## src/rtl/button_debounce_if.sv

```systemverilog
// Button debounce signal bundle: raw button in, clean level,
// press counter and long-press flag out.
interface button_debounce_if;
    logic       btn_raw;
    logic       btn_clean;
    logic [7:0] press_count;
    logic       long_press;

    modport master (
        output btn_raw,
        input  btn_clean,
        input  press_count,
        input  long_press
    );

    modport slave (
        input  btn_raw,
        output btn_clean,
        output press_count,
        output long_press
    );
endinterface

```

## src/rtl/button_debounce.sv

```systemverilog
// Push-button debouncer: 2-FF synchroniser, stability counter FSM, press count.
// Optional long-press detect under BUTTON_DEBOUNCE_LONG_PRESS_EN.
module button_debounce #(
    parameter int unsigned STABLE_CYCLES = 20,
    parameter int unsigned HOLD_CYCLES   = 1000
) (
    input logic             sp_clk,
    input logic             rst,
    button_debounce_if.slave bus
);

    typedef enum logic {
        LOW  = 1'b0,
        HIGH = 1'b1
    } state_t;

    localparam logic [15:0] LAST = 16'(STABLE_CYCLES - 1);

    if (STABLE_CYCLES < 2 || STABLE_CYCLES > 65535) begin : g_bad_stable
        $error("STABLE_CYCLES out of range");
    end
    if (HOLD_CYCLES < 1 || HOLD_CYCLES > 65535) begin : g_bad_hold
        $error("HOLD_CYCLES out of range");
    end

    logic        s1;
    logic        s2;
    logic [15:0] cnt;
    state_t      state;
    logic        clean_q;
    logic [7:0]  press_q;

    always_ff @(posedge sp_clk) begin
        if (rst) begin
            s1      <= 1'b0;
            s2      <= 1'b0;
            cnt     <= '0;
            state   <= LOW;
            clean_q <= 1'b0;
            press_q <= '0;
        end else begin
            s1 <= bus.btn_raw;
            s2 <= s1;
            unique case (state)
                LOW: begin
                    // any low sample restarts the stability window
                    if (!s2) begin
                        cnt <= '0;
                    end else if (cnt == LAST) begin
                        state   <= HIGH;
                        clean_q <= 1'b1;
                        cnt     <= '0;
                        press_q <= press_q + 8'd1;
                    end else begin
                        cnt <= cnt + 16'd1;
                    end
                end
                HIGH: begin
                    if (s2) begin
                        cnt <= '0;
                    end else if (cnt == LAST) begin
                        state   <= LOW;
                        clean_q <= 1'b0;
                        cnt     <= '0;
                    end else begin
                        cnt <= cnt + 16'd1;
                    end
                end
            endcase
        end
    end

    assign bus.btn_clean   = clean_q;
    assign bus.press_count = press_q;

`ifdef BUTTON_DEBOUNCE_LONG_PRESS_EN
    localparam logic [15:0] HOLD   = 16'(HOLD_CYCLES);
    localparam logic [15:0] HOLD_L = 16'(HOLD_CYCLES - 1);

    logic        fall;
    logic [15:0] hcnt;
    logic        lp_q;

    assign fall = (state == HIGH) && !s2 && (cnt == LAST);

    // cleared on the same edge btn_clean drops, so long_press never outlives it
    always_ff @(posedge sp_clk) begin
        if (rst) begin
            hcnt <= '0;
            lp_q <= 1'b0;
        end else if (fall) begin
            hcnt <= '0;
            lp_q <= 1'b0;
        end else if (clean_q) begin
            if (hcnt != HOLD) begin
                hcnt <= hcnt + 16'd1;
            end
            if (hcnt == HOLD_L) begin
                lp_q <= 1'b1;
            end
        end
    end

    assign bus.long_press = lp_q;
`else
    assign bus.long_press = 1'b0;
`endif

endmodule
```

## src/flat_wrapper.sv

```systemverilog
// flat-port wrapper written by rule: the top's interface ports become plain ports
module button_debounce_flat 
#(
    parameter int unsigned STABLE_CYCLES = 20,
    parameter int unsigned HOLD_CYCLES   = 1000
)
  (sp_clk, rst, bus_btn_raw, bus_btn_clean, bus_press_count, bus_long_press);
  button_debounce_if bus_i ();
  input logic sp_clk;
  input logic rst;
  input wire logic [$bits(bus_i.btn_raw)-1:0] bus_btn_raw;
  output wire logic [$bits(bus_i.btn_clean)-1:0] bus_btn_clean;
  output wire logic [$bits(bus_i.press_count)-1:0] bus_press_count;
  output wire logic [$bits(bus_i.long_press)-1:0] bus_long_press;
  assign bus_i.btn_raw = bus_btn_raw;
  assign bus_btn_clean = bus_i.btn_clean;
  assign bus_press_count = bus_i.press_count;
  assign bus_long_press = bus_i.long_press;
  button_debounce #(.STABLE_CYCLES(STABLE_CYCLES), .HOLD_CYCLES(HOLD_CYCLES)) u_core (.sp_clk(sp_clk), .rst(rst), .bus(bus_i));
endmodule
```

## config.mk

```make
export PLATFORM = sky130hd
export DESIGN_NAME = button_debounce_flat
export DESIGN_NICKNAME = d
export VERILOG_FILES = /design/src/rtl/button_debounce_if.sv /design/src/rtl/button_debounce.sv /design/src/flat_wrapper.sv
export SDC_FILE = /design/constraint.sdc
export NUM_CORES = 1
export LEC_CHECK = 0
export BUFFER_PORTS_ARGS = -buffer_cell sky130_fd_sc_hd__buf_2
export CAP_MARGIN = 20
export CORE_MARGIN = 4
export CORE_UTILIZATION = 51
export DETAILED_ROUTE_END_ITERATION = 8
export PLACE_DENSITY = 0.73
export SETUP_SLACK_MARGIN = 0.02
export SYNTH_ARGS = -nofsm -noshare
export SYNTH_HDL_FRONTEND = slang
export SYNTH_SLANG_ARGS = --single-unit
```

## constraint.sdc

```tcl
create_clock -name sp_clk -period 1.7 [get_ports sp_clk]
set_clock_uncertainty 0.1 [all_clocks]
set_input_delay 0 -clock sp_clk [delete_from_list [all_inputs] [get_ports sp_clk]]
set_output_delay 0 -clock sp_clk [all_outputs]
set_load 0.05 [all_outputs]
```

==> reports/qor.csv, run 1 <==
metric,value,unit
arrival,1.95,ns
yosysMostFrequentCell,dfxtp_1,
timing.hold.ws,0.368,ns
layout-drive-gt1-share,37.1,%
cts.htree.levels,1,
crit_required,1.88,ns
routabilityCongestion,0.793,
leakage,0.579,nW
synthFlopType,dfxtp_1,
max-cap-violations,0,
power_density,620,nW/µm²
grt_first_pass_wirelength,4.60,mm
syn_area,1300,µm²
yosysUniqueCellTypes,35,
hold_class,reg2reg,
viasPerCell,5.41,
area_growth,28.9,%
worst-path-max-fanout,8,
syn_nets,150,
synth_area_leaders,"dfxtp_1 (43%), xnor2_1 (8.8%), nor2_1 (5.5%)",
netlist_instances,145,
r2r_slack,-0.07,ns
synth_top_area_share,43.2,%
period_share,104,%
n_antenna_cell,0,
rsz0062_at_grt,yes,
avgSynthCellArea,8.95,µm²
critical_path_class,reg2reg,
status,"complete, but fails checks",
ant_nets,0,
synth-edff-count,0,
core.rowCount,18,
synth_seq_cells,28,
async_flop_share,0,%
port_buffers,11,
cts.sinks,28,
failed_checks,negative setup slack,
post_drt_wl_per_cell,13.6,µm
yosysTopAreaCell,dfxtp_1,
cp-end-kind,flop,
dp_slack,-0.0443,ns
path_clk_slew,0.14,ns
wl,2.82,mm
fmax,563,MHz
fin_ws,-0.0747,ns
clk_latency,0.33,ns
hold_viol_final,0,
cts_root_buf,clkbuf_4,
dp_hpwl,1.93,mm
drt-initial-drc-count,35,
dieHeight,58.4,µm
cts_buffer_depth,2,
slew_viol_final,0,
start_kind,flop,
setup_viol,22,
yosysWarnings,0,
drcViolationCount,0,
initial_utilization,52.9,%
nets,184,
period_minus_slack,1.77,ns
die-area,3420,µm²
first_pass_iters,4,
grt_pass1_vias,1144,
ios,13,
gr-total-overflow,0,
synthTopCellsByCount,"dfxtp_1 (28), nor2_1 (19), xnor2_1 (13), a21oi_1 (9)",
core-area,2450,µm²
cts_tree,yes,
antenna_found_initial,0,
die_w,58.4,µm
grt_usage,17.5,%
num_vias,1126,
cts_buffers,3,
synth.yosys.seq_area_share,43.2,%
ir_worst_vdd,0.000508,V
grt_max_degree,19,
## final cells by class
cell class              instances  area, µm²
repair buffers                 36        270
flip-flops and latches         28        569
well taps                      30       37.5
fillers                       198        782
clock buffers                   4       36.3
multi-input cells             104        737
inverters                       6       22.5
## routing by layer
layer  track usage, %  routed length, µm  vias up
met3             2.19                 70        5
met5                0                  0        -
met2             31.9               1400       14
met4             7.95                 51        0
li1                 -                  -      574
met1             20.0               1290      533
## critical path, cell delays in order, from the launching register on
cell and delay [ns]:
dfxtp_2 0.38, ha_4 0.13, nor4b_4 0.16, nand4_1 0.19, buf_6 0.20, or4_4 0.42
a21oi_2 0.15
## cell families (layout without fill, tap and decap cells)
logic type	Yosys count	after routing	synth area share (%)
simple gates	67	67	29.6
flops	28	28	43.2
compound gates	19	19	8.58
xor+xnor	14	14	9.45
buf+inv	13	46	6.17
fa+ha+maj	2	2	1.93
other cells	1	1	0.289
mux	1	1	0.771
## registers in the layout (all words and copies together) (netlist names), named ones only
register and flops:
u_core.cnt 16, u_core.bus.press_count 8, u_core.bus.btn_clean 1, u_core.s2 1, u_core.s1 1
## worst paths after layout
| kind | endpoint | start | depth (start not counted) |
|---|---|---|---|
| max | u_core.bus.press_count[4] | u_core.cnt[0] | 6 |
| min | u_core.s2 | u_core.s1 | 1 |
| max reg2reg | u_core.bus.press_count[4] | u_core.cnt[0] | 6 |
| min reg2reg | u_core.s2 | u_core.s1 | 1 |
## metrics by stage
step / setup TNS (ns) / instance area, µm² / std cells / total power (W) / util [%]
after floorplan: 0 / 1320 / 145 / 0.000711 / -
after global placement: -0.0334 / 1510 / 198 / 0.000717 / 61.4
after detailed placement: -0.183 / 1510 / 198 / 0.000719 / 61.4
after CTS: -0.265 / 1590 / 207 / 0.00104 / 64.9
after global routing: -2.69 / 1670 / 208 / 0.00106 / 68.1
final: -0.713 / 1670 / 208 / 0.00104 / 68.1
## cells in the final DEF, fill, tap and decap left out, drive strengths merged, types with 2 or more instances in the layout
| cell | n |
|---|---|
| dfxtp | 28 |
| or3 | 2 |
| clkbuf | 4 |
| o31ai | 6 |
| ha | 2 |
| nand3 | 7 |
| xnor2 | 13 |
| inv | 6 |
| nor2 | 19 |
| nor4b | 2 |
| nand4 | 5 |
| dlygate4sd3 | 3 |
| nor4 | 5 |
| nor3 | 5 |
| buf | 33 |
| a21oi | 9 |
| or4 | 6 |
| nor2b | 2 |
| nand2 | 7 |
| and3 | 2 |
| o21ai | 3 |
## where the power goes
group          internal, W  switching, W
Combinational    0.0000156     0.0000321
Sequential        0.000661    0.00000337
Clock             0.000131      0.000193
Total             0.000808      0.000228
## what timing repair did
item                                   CTS  global route
hold buffers                             3             0
cloned                                   0             1
setup endpoints to repair                6            23
pin swaps                                1            15
resized for setup                        1            21
setup buffers                            2             0
endpoints found under the hold margin   12             0
(Power assumes the default switching activity.)
==> inputs of run 2 (changes only) <==
Settings changed: BUFFER_PORTS_ARGS -buffer_cell sky130_fd_sc_hd__buf_2 to default, CORE_UTILIZATION 51 to 55, DONT_BUFFER_PORTS from default to 1.
==> reports/qor.csv, run 2 (synthesis results as in run 1) <==
metric,value,unit,change
status,"complete, but fails checks",,unchanged
failed_checks,"negative hold slack, negative setup slack",,was negative setup slack
first_pass_iters,4,,unchanged
path_clk_slew,0.15,ns,was 0.14 ns
switchingPower,0.000217,W,was 0.000228 W
period_share,107,%,was 104%
slew_viol_final,0,,unchanged
num_vias,1161,,was 1126
area_growth,34.0,%,was 28.9%
power,0.00113,W,was 0.00104 W
leakage,0.591,nW,was 0.579 nW
largest_reg_flops,16,,unchanged
port_buffers,0,,was 11
max-cap-violations,0,,unchanged
nets,184,,unchanged
antenna_found_initial,0,,unchanged
dp_hpwl,1.91,mm,was 1.93 mm
stdcell_area,1740,µm²,was 1670 µm²
core-area,2230,µm²,was 2450 µm²
cts.sinks,28,,unchanged
core.rowCount,17,,was 18
hold_class,in2reg,,was reg2reg
period_minus_slack,1.82,ns,was 1.77 ns
cts_tree,yes,,unchanged
drcViolationCount,0,,unchanged
arrival,1.99,ns,was 1.95 ns
clk_latency,0.33,ns,about the same
die-area,3200,µm²,was 3420 µm²
worst-path-max-fanout,7,,was 8
cts_buffers,3,,unchanged
power_density,651,nW/µm²,was 620 nW/µm²
ctsHoldBuffers,2,,was 3
final_cell_mix,"buf_4 (29), dfxtp_1 (21), nor2_1 (19)",,"was dfxtp_1 (21), nor2_1 (19), buf_4 (19)"
dieHeight,56.6,µm,was 58.4 µm
grt_first_pass_wirelength,4.80,mm,was 4.60 mm
drt-initial-drc-count,18,,was 35
dp_slack,-0.0246,ns,was -0.0443 ns
internal-power,0.000915,W,was 0.000808 W
combinationalPowerShare,3.5,%,was 4.6%
initial_utilization,58.1,%,was 52.9%
fin_ws,-0.124,ns,was -0.0747 ns
grt_pass1_vias,1132,,was 1144
n_antenna_cell,0,,unchanged
viasPerCell,5.64,,was 5.41
layout-drive-gt1-share,38.2,%,was 37.1%
fmax,548,MHz,was 563 MHz
routabilityCongestion,0.790,,was 0.793
setup_viol,10,,was 22
cts_buffer_depth,2,,unchanged
ir_worst_vdd,0.000679,V,was 0.000508 V
p_clk_share,37.7,%,was 31.3%
rsz0062_at_grt,yes,,unchanged
crit_required,1.87,ns,was 1.88 ns
cp-end-kind,flop,,unchanged
die_w,56.6,µm,was 58.4 µm
timing.hold.ws,-0.401,ns,was 0.368 ns
ant_nets,0,,unchanged
final_core_util,77.9,%,was 68.1%
switching_share,19.2,%,was 22.0%
gr-total-overflow,0,,unchanged
critical_path_class,reg2reg,,unchanged
power.share.sequential,58.8,%,was 64.1%
setup-tns-final,-0.748,ns,was -0.713 ns
cts_root_buf,clkbuf_4,,unchanged
hold_viol_final,26,,was 0
top_register,u_core.cnt,,unchanged
layout_commonest_cell,buf_4,,was dfxtp_1
wl,3.20,mm,was 2.82 mm
cts.htree.levels,1,,unchanged
ios,13,,unchanged
grt_usage,18.7,%,was 17.5%
grt_max_degree,19,,unchanged
placed_cell_area,1530,µm²,was 1510 µm²
start_kind,flop,,unchanged
post_drt_wl_per_cell,15.5,µm,was 13.6 µm
==> run 2: cell count changes in the layout (fill, tap and decap cells not counted), sizes merged <==
cell / before / now
buf: 33 / 34
clkbuf: 4 / 3
dlygate4sd3: 3 / 2
bufinv: 0 / 1
==> run 2: final cells by class <==
class,count,area (µm²)
multi-input combinational,104,757
sequential,28,569
fill,149,494
timing repair buffer,36,303
tap,28,35.0
clock inverter,1,30.0
clock buffer,3,22.5
inverter,6,22.5
==> run 2: path summary, 6_finish.rpt <==
check | slack (ns) | to | from | depth (start not counted)
worst min register to register | 0.41 | u_core.bus.btn_clean | u_core.bus.btn_clean | 2
worst max-delay path | -0.12 | u_core.bus.press_count[1] | u_core.cnt[11] | 6
worst max register to register | -0.12 | u_core.bus.press_count[1] | u_core.cnt[11] | 6
worst min-delay path | -0.40 | u_core.bus.press_count[0] | rst | 1
==> run 2: repair_timing <==
| action | CTS | global route |
|---|---|---|
| setup endpoints to repair | 9 | 25 |
| pin swaps | 13 | 9 |
| gates resized for setup | 4 | 22 |
| gates cloned | 1 | 0 |
| buffers inserted | 3 | 1 |
| endpoints found under the hold margin | 28 | 26 |
==> run 2: per-stage QoR <==
stage,hold WS [ns],cells
6_report,-0.401,206
5_1_grt,-0.433,206
4_1_cts,-0.402,205
3_5_place_dp,-0.0344,195
3_3_place_gp,-0.0362,195
2_1_floorplan,-0.0284,145
==> run 2: power by group through the flow <==
stage / Sequential, W / Clock (W) / Combinational (W)
2_1_floorplan: 0.000687 / 0 / 0.0000245
3_3_place_gp: 0.000679 / 0 / 0.0000334
3_5_place_dp: 0.000679 / 0 / 0.0000342
4_1_cts: 0.000665 / 0.000437 / 0.0000383
5_1_grt: 0.000666 / 0.000467 / 0.0000428
6_report: 0.000665 / 0.000426 / 0.0000402
==> run 2: worst max-delay path: stages, from the launching register on <==
cell     delay (ns)
dfxtp_1        0.36
nor4_2         0.33
nand4_1        0.20
buf_6          0.18
buf_6          0.11
or3_4          0.33
a21oi_2        0.14
==> run 2: layer usage <==
| layer | track usage (%) | up-vias | wire (µm) |
|---|---|---|---|
| li1 | - | 573 | - |
| met1 | 21.9 | 548 | 1370 |
| met2 | 33.3 | 29 | 1620 |
| met3 | 2.99 | 11 | 121 |
| met4 | 7.46 | 0 | 84 |
| met5 | 0 | - | 0 |
